===== config.mk =====
export PLATFORM = sky130hd
export DESIGN_NAME = uart_tx_fifo
export DESIGN_NICKNAME = d
export VERILOG_FILES = /design/src/rtl/uart_pkg.sv /design/src/rtl/sync_fifo.sv /design/src/rtl/uart_tx_fifo.sv
export SDC_FILE = /design/constraint.sdc
export NUM_CORES = 1
export LEC_CHECK = 0
export BUFFER_PORTS_ARGS = -buffer_cell sky130_fd_sc_hd__buf_2
export CORE_ASPECT_RATIO = 1.4
export CORE_MARGIN = 4
export CORE_UTILIZATION = 40
export CTS_CLUSTER_SIZE = 16
export DETAILED_ROUTE_END_ITERATION = 6
export GPL_ROUTABILITY_DRIVEN = 1
export MAX_ROUTING_LAYER = met4
export PLACE_DENSITY = 0.54
export SYNTH_ARGS = -nofsm -noshare
export SYNTH_HDL_FRONTEND = slang
export SYNTH_HIERARCHICAL = 1
export SYNTH_SLANG_ARGS = --single-unit

===== constraint.sdc =====
create_clock -name clk -period 4.9 [get_ports clk]
set_clock_uncertainty 0.15 [all_clocks]
set_input_delay 0 -clock clk [delete_from_list [all_inputs] [get_ports clk]]
set_output_delay 0 -clock clk [all_outputs]
set_load 0.05 [all_outputs]

===== src/rtl/uart_pkg.sv =====
// Shared UART definitions: TX FSM encoding, STATUS bit positions, baud divisor math.
package uart_pkg;

  typedef enum logic [1:0] {
    ST_IDLE  = 2'd0,
    ST_START = 2'd1,
    ST_DATA  = 2'd2,
    ST_STOP  = 2'd3
  } tx_state_e;

  localparam int unsigned STAT_EMPTY  = 0;
  localparam int unsigned STAT_FULL   = 1;
  localparam int unsigned STAT_ACTIVE = 2;
  localparam int unsigned STAT_OVF    = 3;

  // Clocks per bit, rounded to nearest.
  function automatic int unsigned baud_div(input int unsigned clk_freq, input int unsigned baud);
    return (clk_freq + baud / 2) / baud;
  endfunction

endpackage


===== src/rtl/sync_fifo.sv =====
// Single-clock FIFO with combinational read port; DEPTH must be a power of two.
module sync_fifo #(
  parameter int unsigned WIDTH = 8,
  parameter int unsigned DEPTH = 16
) (
  input  logic             clk,
  input  logic             n_reset,
  input  logic             push,
  input  logic             pop,
  input  logic [WIDTH-1:0] din,
  output logic [WIDTH-1:0] dout,
  output logic             full,
  output logic             empty
);

  localparam int unsigned AW = $clog2(DEPTH);
  localparam int unsigned CW = AW + 1;

  logic [WIDTH-1:0] mem [DEPTH];
  logic [AW-1:0]    wr_ptr;
  logic [AW-1:0]    rd_ptr;
  logic [CW-1:0]    count;
  logic             do_push;
  logic             do_pop;

  assign do_push = push & ~full;
  assign do_pop  = pop & ~empty;
  assign full    = (count == CW'(DEPTH));
  assign empty   = (count == '0);
  assign dout    = mem[rd_ptr];

  // Pointers wrap naturally; count is one bit wider to tell full from empty.
  always_ff @(posedge clk or negedge n_reset) begin
    if (!n_reset) begin
      wr_ptr <= '0;
      rd_ptr <= '0;
      count  <= '0;
    end else begin
      if (do_push) wr_ptr <= wr_ptr + AW'(1);
      if (do_pop)  rd_ptr <= rd_ptr + AW'(1);
      case ({do_push, do_pop})
        2'b10:   count <= count + CW'(1);
        2'b01:   count <= count - CW'(1);
        default: ;
      endcase
    end
  end

  always_ff @(posedge clk) begin
    if (do_push) mem[wr_ptr] <= din;
  end

endmodule


===== src/rtl/uart_tx_fifo.sv =====
// MMIO UART transmitter: bus writes fill a FIFO that a shift FSM drains as 8N1 frames.
module uart_tx_fifo
  import uart_pkg::*;
#(
  parameter int unsigned CLK_FREQ   = 1000000,
  parameter int unsigned UART_FREQ  = 115200,
  parameter int unsigned FIFO_DEPTH = 16
) (
  input  logic       clk,
  input  logic       n_reset,
  input  logic       cs,
  input  logic       data_reg,
  input  logic       wren,
  input  logic [7:0] di,
  output logic [7:0] dout,
  output logic       tx,
  output logic       tx_idle
);

  localparam int unsigned DIV = baud_div(CLK_FREQ, UART_FREQ);
  localparam int unsigned BW  = $clog2(DIV) + 1;

  tx_state_e   state;
  tx_state_e   state_next;
  logic        cs_q;
  logic        access;
  logic        data_wr;
  logic        status_rd;
  logic        push;
  logic        drop;
  logic        pop;
  logic        ovf;
  logic        fifo_full;
  logic        fifo_empty;
  logic [7:0]  fifo_dout;
  logic [7:0]  status;
  logic [BW-1:0] baud_cnt;
  logic [BW-1:0] baud_next;
  logic [2:0]  bit_idx;
  logic [2:0]  bit_next;
  logic [7:0]  shift;
  logic [7:0]  shift_next;
  logic        tx_next;

  // One access per cs assertion, on its first cycle.
  assign access    = cs & ~cs_q;
  assign data_wr   = access & wren & data_reg;
  assign status_rd = access & ~wren & ~data_reg;
  assign push      = data_wr & ~fifo_full;
  assign drop      = data_wr & fifo_full;

  sync_fifo #(
    .WIDTH (8),
    .DEPTH (FIFO_DEPTH)
  ) u_fifo (
    .clk     (clk),
    .n_reset (n_reset),
    .push    (push),
    .pop     (pop),
    .din     (di),
    .dout    (fifo_dout),
    .full    (fifo_full),
    .empty   (fifo_empty)
  );

  always_comb begin
    status              = '0;
    status[STAT_EMPTY]  = fifo_empty;
    status[STAT_FULL]   = fifo_full;
    status[STAT_ACTIVE] = (state != ST_IDLE);
    status[STAT_OVF]    = ovf;
  end

  // Bus side: read mux and sticky overflow (a drop wins over a clearing read).
  always_ff @(posedge clk or negedge n_reset) begin
    if (!n_reset) begin
      cs_q <= 1'b0;
      ovf  <= 1'b0;
      dout <= 8'h00;
    end else begin
      cs_q <= cs;
      ovf  <= (ovf & ~status_rd) | drop;
      dout <= cs ? (data_reg ? 8'h00 : status) : 8'h00;
    end
  end

  always_ff @(posedge clk or negedge n_reset) begin
    if (!n_reset) state <= ST_IDLE;
    else          state <= state_next;
  end

  always_comb begin
    state_next = state;
    case (state)
      ST_IDLE:  if (!fifo_empty) state_next = ST_START;
      ST_START: if (baud_cnt == '0) state_next = ST_DATA;
      ST_DATA:  if (baud_cnt == '0 && bit_idx == 3'd7) state_next = ST_STOP;
      ST_STOP:  if (baud_cnt == '0) state_next = ST_IDLE;
      default:  state_next = ST_IDLE;
    endcase
  end

  // tx_next is the line level for the state being entered, keeping tx registered.
  always_comb begin
    baud_next  = baud_cnt;
    bit_next   = bit_idx;
    shift_next = shift;
    tx_next    = tx;
    pop        = 1'b0;
    case (state)
      ST_IDLE: begin
        tx_next = 1'b1;
        if (!fifo_empty) begin
          pop        = 1'b1;
          shift_next = fifo_dout;
          baud_next  = BW'(DIV - 1);
          tx_next    = 1'b0;
        end
      end
      ST_START: begin
        if (baud_cnt == '0) begin
          baud_next = BW'(DIV - 1);
          bit_next  = '0;
          tx_next   = shift[0];
        end else begin
          baud_next = baud_cnt - BW'(1);
        end
      end
      ST_DATA: begin
        if (baud_cnt == '0) begin
          baud_next = BW'(DIV - 1);
          if (bit_idx == 3'd7) begin
            tx_next = 1'b1;
          end else begin
            shift_next = {1'b0, shift[7:1]};
            bit_next   = bit_idx + 3'd1;
            tx_next    = shift[1];
          end
        end else begin
          baud_next = baud_cnt - BW'(1);
        end
      end
      ST_STOP: begin
        if (baud_cnt == '0) tx_next = 1'b1;
        else                baud_next = baud_cnt - BW'(1);
      end
      default: ;
    endcase
  end

  // Entering IDLE implies no pop, so the FIFO is empty next cycle iff empty now and no push.
  always_ff @(posedge clk or negedge n_reset) begin
    if (!n_reset) begin
      baud_cnt <= '0;
      bit_idx  <= '0;
      shift    <= '0;
      tx       <= 1'b1;
      tx_idle  <= 1'b1;
    end else begin
      baud_cnt <= baud_next;
      bit_idx  <= bit_next;
      shift    <= shift_next;
      tx       <= tx_next;
      tx_idle  <= (state_next == ST_IDLE) & fifo_empty & ~push;
    end
  end

endmodule


==> results by stage <==
Die:
- The die area is 20300 µm².
- The die is 121 µm wide.
- The die is 167 µm tall.
- The initialized floorplan defines 57 standard-cell rows.
- Once the floorplan was initialized, standard cells occupied 41.1% of the core.
- The placeable core region is 17500 µm².
- The number of top-level design ports is 23.

Worst setup path:
- Data on the critical path arrives at its endpoint at 3810 ps.
- The signal on the critical path passes through inv_1 > ha_1 > inv_1 > nor2_1 > nor2b_1 > ha_1 > inv_1 > fa_1 > nor2b_1 > o21ai_0 > nand3_1 > or3b_1 > xnor2_1.
- The cell that appears most often on the critical path is sky130_fd_sc_hd__inv_1.
- STA classifies the critical path endpoint as a register.
- In this design, the stage delay of the slowest critical-path cell is 430 ps.
- In this run the worst path has a maximum fanout of 9.
- The critical path's top delay family is simple AND/OR/NAND/NOR gates.
- The startpoint type of the worst setup path is a register.
- The worst setup path category is register to register.
- The required time reported for the critical path endpoint is 5060 ps.
- The critical path contains buffers and inverters numbering 3 combined.
- The master of the slowest instance on the critical path is sky130_fd_sc_hd__dfrtp_1.

STA:
- Setup repair after global routing left no endpoint under its margin.
- The max-slew headroom at the worst pin is 27.9%.
- The final hold violation count is 0.
- For the pin with the worst max-slew slack, the measured transition is 1070 ps.
- The setup total negative slack is 0 ps.
- The number of setup violations in the final report is 0.
- The final critical path takes up 74.4% of the cycle.
- The fmax is 274 MHz.
- The minimum clock period after layout is 3650 ps.
- Across all hold checks on the routed design, the worst slack comes to 88.1 ps.
- The final count of pins violating max slew is 0.

Final layout:
- The area added between synthesis and finish is 13.8%.
- The count of filler cells inserted in the layout is 1542.
- The area of the multi-input gates is 2160 µm².
- The share of post-route cells with drive strength above 1 is 20.6%.
- The final cell count without fillers is 741.
- Across the whole layout, storage elements account for 4820 µm².
- The number of antenna diodes in the final layout is 0.
- In the final design database the tool counted 522 nets.

Yosys:
- The post-synthesis average cell area is 15.6 µm².
- In this run, synthesis inferred 128 flip-flops with an integrated enable.
- Sorting the synthesized cells by area gives the leading types as sky130_fd_sc_hd__edfxtp_1, sky130_fd_sc_hd__dfrtp_1, sky130_fd_sc_hd__mux4_2, sky130_fd_sc_hd__mux2i_1, sky130_fd_sc_hd__ha_1.
- Sequential elements use 66.9% of the synthesized area.
- The parity-gate share of the synthesized area counting xor and xnor cells is 1.34%.
- The count of unique library cells instantiated by Yosys is 51.
- The area share of the largest cell type after synthesis is 53.3%.
- The post-synthesis cell count is 462.
- Counting flops and latches in the post-synthesis netlist gives 167.
- The fraction of the mapped netlist area in compound gates is 7.18%.
- The arithmetic-cell share of the synthesized area counting full adders, half adders and majority gates is 3.05%.
- In the synthesized netlist, mux cells make up 12.6% of the area.
- The leading cell type by number of instances after synthesis is sky130_fd_sc_hd__edfxtp_1.
- Of all cell types, the one taking the most synthesized area is sky130_fd_sc_hd__edfxtp_1.
- The area share of and/or/nand/nor cells after synthesis is 5.40%.
- For this run, the number of Yosys warnings is 6.
- The combinational family with the most area after synthesis is multiplexers.
- The commonest cells after synthesis are sky130_fd_sc_hd__edfxtp_1, sky130_fd_sc_hd__dfrtp_1, sky130_fd_sc_hd__o21ai_0, sky130_fd_sc_hd__nand2_1, sky130_fd_sc_hd__mux2i_1.
- The cell area after technology mapping is 7210 µm².
- The most used flip-flop cell after synthesis is sky130_fd_sc_hd__edfxtp_1.
- The proportion of synthesized flip-flops having asynchronous set or reset is 23.4%.

Route:
- The number of iterations in the first detailed-routing pass is 4.
- Dividing the detail-routed via count by the number of cells gives 5.29.
- The overall via count from detail_route is 3919.
- The detailed router finished its first iteration with 220 violations.
- Summed over all layers, the routed wires come to 14300 µm.
- In the routed design, unresolved DRC markers number 0.
- The residual antenna-violating net count after detailed routing is 0.
- After detailed routing, the average wire length per cell comes to 19.4 µm.

Global route:
- In the global route stage, overall resource usage came out at 15.6%.
- The number of antenna violations at the first check in global routing came to 0.
- In the global route stage, met2 resource usage came out at 27.1%.
- The wire length of the first global-routing pass is 23300 µm.
- Summed over all layers, the global routing overflow is 0.
- Entering global routing, the biggest net connects 52 pins.
- The number of global-route vias before repair is 4154.
- Global routing consumed, on the met1 layer, 17.8% of the routing resources.
- The busiest layer in global routing is met2.
- For met3 alone, demand over resource in global routing was 3.26%.

Place:
- At the end of routability-driven placement, the weighted congestion stood at 0.799.
- The final HPWL from detailed placement is 9520 µm.
- Buffers placed on the I/O ports in this run total 18.
- The placed instance count is 696.

CTS:
- Buffers added to address setup during post-CTS repair amount to 0.
- The TritonCTS clock tree is built.
- Buffers inserted during clock tree synthesis total 17.
- The number of buffers inserted for hold repair after clock tree synthesis is 13.
- The maximum level of the CTS H-tree is 4.
- The clock sink count is 167.
- The clock passes through at most 2 buffers.
- The number of gates resized after CTS was 0.
- The clock latency on the worst-skew pair is 430 ps.
- The clock slew seen by the registers of the worst setup and hold paths is 70 ps.
- The cell at the root of the clock tree is sky130_fd_sc_hd__clkbuf_16.

Power and ir drop:
- Across the VDD grid, the largest voltage drop is 269 µV.
- The leakage power of the design is 0.00312 µW.
- The ratio of total power to cell area is 389 nW/µm².

Outcome:
- The flow ran to the end, and the final reports show no timing, DRC or antenna violations.

Job:
- The max-capacitance violation count is 0.

Hold path:
- The path class of the tightest hold or removal check is primary input to async pin.
final cells by class:
| type | count | area share, % |
|---|---|---|
| multi-input combinational | 254 | 26.3 |
| tap | 236 | 3.60 |
| sequential | 167 | 58.8 |
| inverter | 17 | 0.778 |
| clock inverter | 15 | 2.30 |
| timing repair buffer | 35 | 3.05 |
| clock buffer | 17 | 5.18 |
worst paths after layout:
path                                                  start                           end  slack (ps)  cells after the start
worst max-delay path                     state[1]$_DFF_PN0_   u_fifo/count[4]$_DFFE_PN0P_        1250                     13
min in group clk                                         cs                cs_q$_DFF_PN0_         100                      2
worst max register to register           state[1]$_DFF_PN0_   u_fifo/count[4]$_DFFE_PN0P_        1250                     13
max in group asynchronous                           n_reset  u_fifo/rd_ptr[0]$_DFFE_PN0P_        3880                      2
worst min register to register  u_fifo/count[4]$_DFFE_PN0P_   u_fifo/count[4]$_DFFE_PN0P_         340                      1
worst min-delay path                                n_reset   u_fifo/count[0]$_DFFE_PN0P_          90                      2
sequential cells by signal (all words and copies together) (netlist names):
| register | flops |
|---|---|
| tx_idle | 1 |
| u_fifo/count | 5 |
| ovf | 1 |
| dout | 4 |
| state | 2 |
| baud_cnt | 5 |
| u_fifo/wr_ptr | 4 |
| shift | 8 |
| bit_idx | 3 |
| tx | 1 |
| u_fifo/mem | 128 |
| u_fifo/rd_ptr | 4 |
| cs_q | 1 |
per-layer routing:
| metal | routed length (µm) | vias to the layer above |
|---|---|---|
| met4 | 192 | 0 |
| li1 | - | 1805 |
| met5 | 0 | - |
| met2 | 7910 | 68 |
| met3 | 390 | 15 |
| met1 | 5850 | 2031 |
stage by stage:
step | power, µW | instance area, µm² | setup slack [ps] | util (%)
after floorplan | 1780 | 7220 | 1880 | -
after global placement | 1840 | 7460 | 1430 | 42.5
after detailed placement | 1850 | 7460 | 1260 | 42.5
after CTS | 3230 | 8210 | 1250 | 46.8
after global routing | 3320 | 8210 | 889 | 46.8
final | 3200 | 8210 | 1250 | 46.8
worst register-to-register path, stage by stage (launching register included):
cell and delay (ps):
sky130_fd_sc_hd__dfrtp_1 430, sky130_fd_sc_hd__inv_1 130, sky130_fd_sc_hd__ha_1 400, sky130_fd_sc_hd__inv_1 150, sky130_fd_sc_hd__nor2_1 190, sky130_fd_sc_hd__nor2b_1 430
sky130_fd_sc_hd__ha_1 320, sky130_fd_sc_hd__inv_1 100, sky130_fd_sc_hd__fa_1 400, sky130_fd_sc_hd__nor2b_1 130, sky130_fd_sc_hd__o21ai_0 120, sky130_fd_sc_hd__nand3_1 100
sky130_fd_sc_hd__or3b_1 360, sky130_fd_sc_hd__xnor2_1 130
power breakdown:
part           switching, µW  internal, µW  total (µW)
clock network            593           773        1370
logic                    120          80.0         200
registers               54.9          1570        1630
total                    769          2430        3200
logic make-up (layout without fill, tap and decap cells):
kind of cell,count (synthesis),after routing
fa+ha+maj,17,17
simple gates,78,78
mux,65,65
xor+xnor,11,11
flops,167,167
buf+inv,44,84
other cells,1,4
compound gates,79,79
cell usage in the layout, fill, tap and decap left out, types with 3 or more instances in the layout:
cell type,Yosys,layout
sky130_fd_sc_hd__a221oi_1,8,8
sky130_fd_sc_hd__xnor2_1,8,8
sky130_fd_sc_hd__dlygate4sd3_1,0,13
sky130_fd_sc_hd__ha_1,16,16
sky130_fd_sc_hd__mux4_2,16,16
sky130_fd_sc_hd__inv_1,17,17
sky130_fd_sc_hd__clkbuf_16,0,17
sky130_fd_sc_hd__mux2_2,16,16
sky130_fd_sc_hd__o21ai_0,34,34
sky130_fd_sc_hd__a22oi_1,8,8
sky130_fd_sc_hd__nand2_1,29,29
sky130_fd_sc_hd__dfrtp_1,37,36
sky130_fd_sc_hd__conb_1,1,4
sky130_fd_sc_hd__nand2b_1,3,3
sky130_fd_sc_hd__buf_4,4,4
sky130_fd_sc_hd__nor2b_1,5,5
sky130_fd_sc_hd__mux2i_1,25,25
sky130_fd_sc_hd__nor2_1,15,15
sky130_fd_sc_hd__nor3_1,8,6
sky130_fd_sc_hd__edfxtp_1,128,128
sky130_fd_sc_hd__clkinvlp_4,0,4
sky130_fd_sc_hd__inv_6,0,4
sky130_fd_sc_hd__a21oi_1,14,14
sky130_fd_sc_hd__buf_2,8,18
sky130_fd_sc_hd__and2_1,6,6
sky130_fd_sc_hd__mux2_4,8,8
sky130_fd_sc_hd__xor2_1,3,3
(Power assumes the default switching activity.)
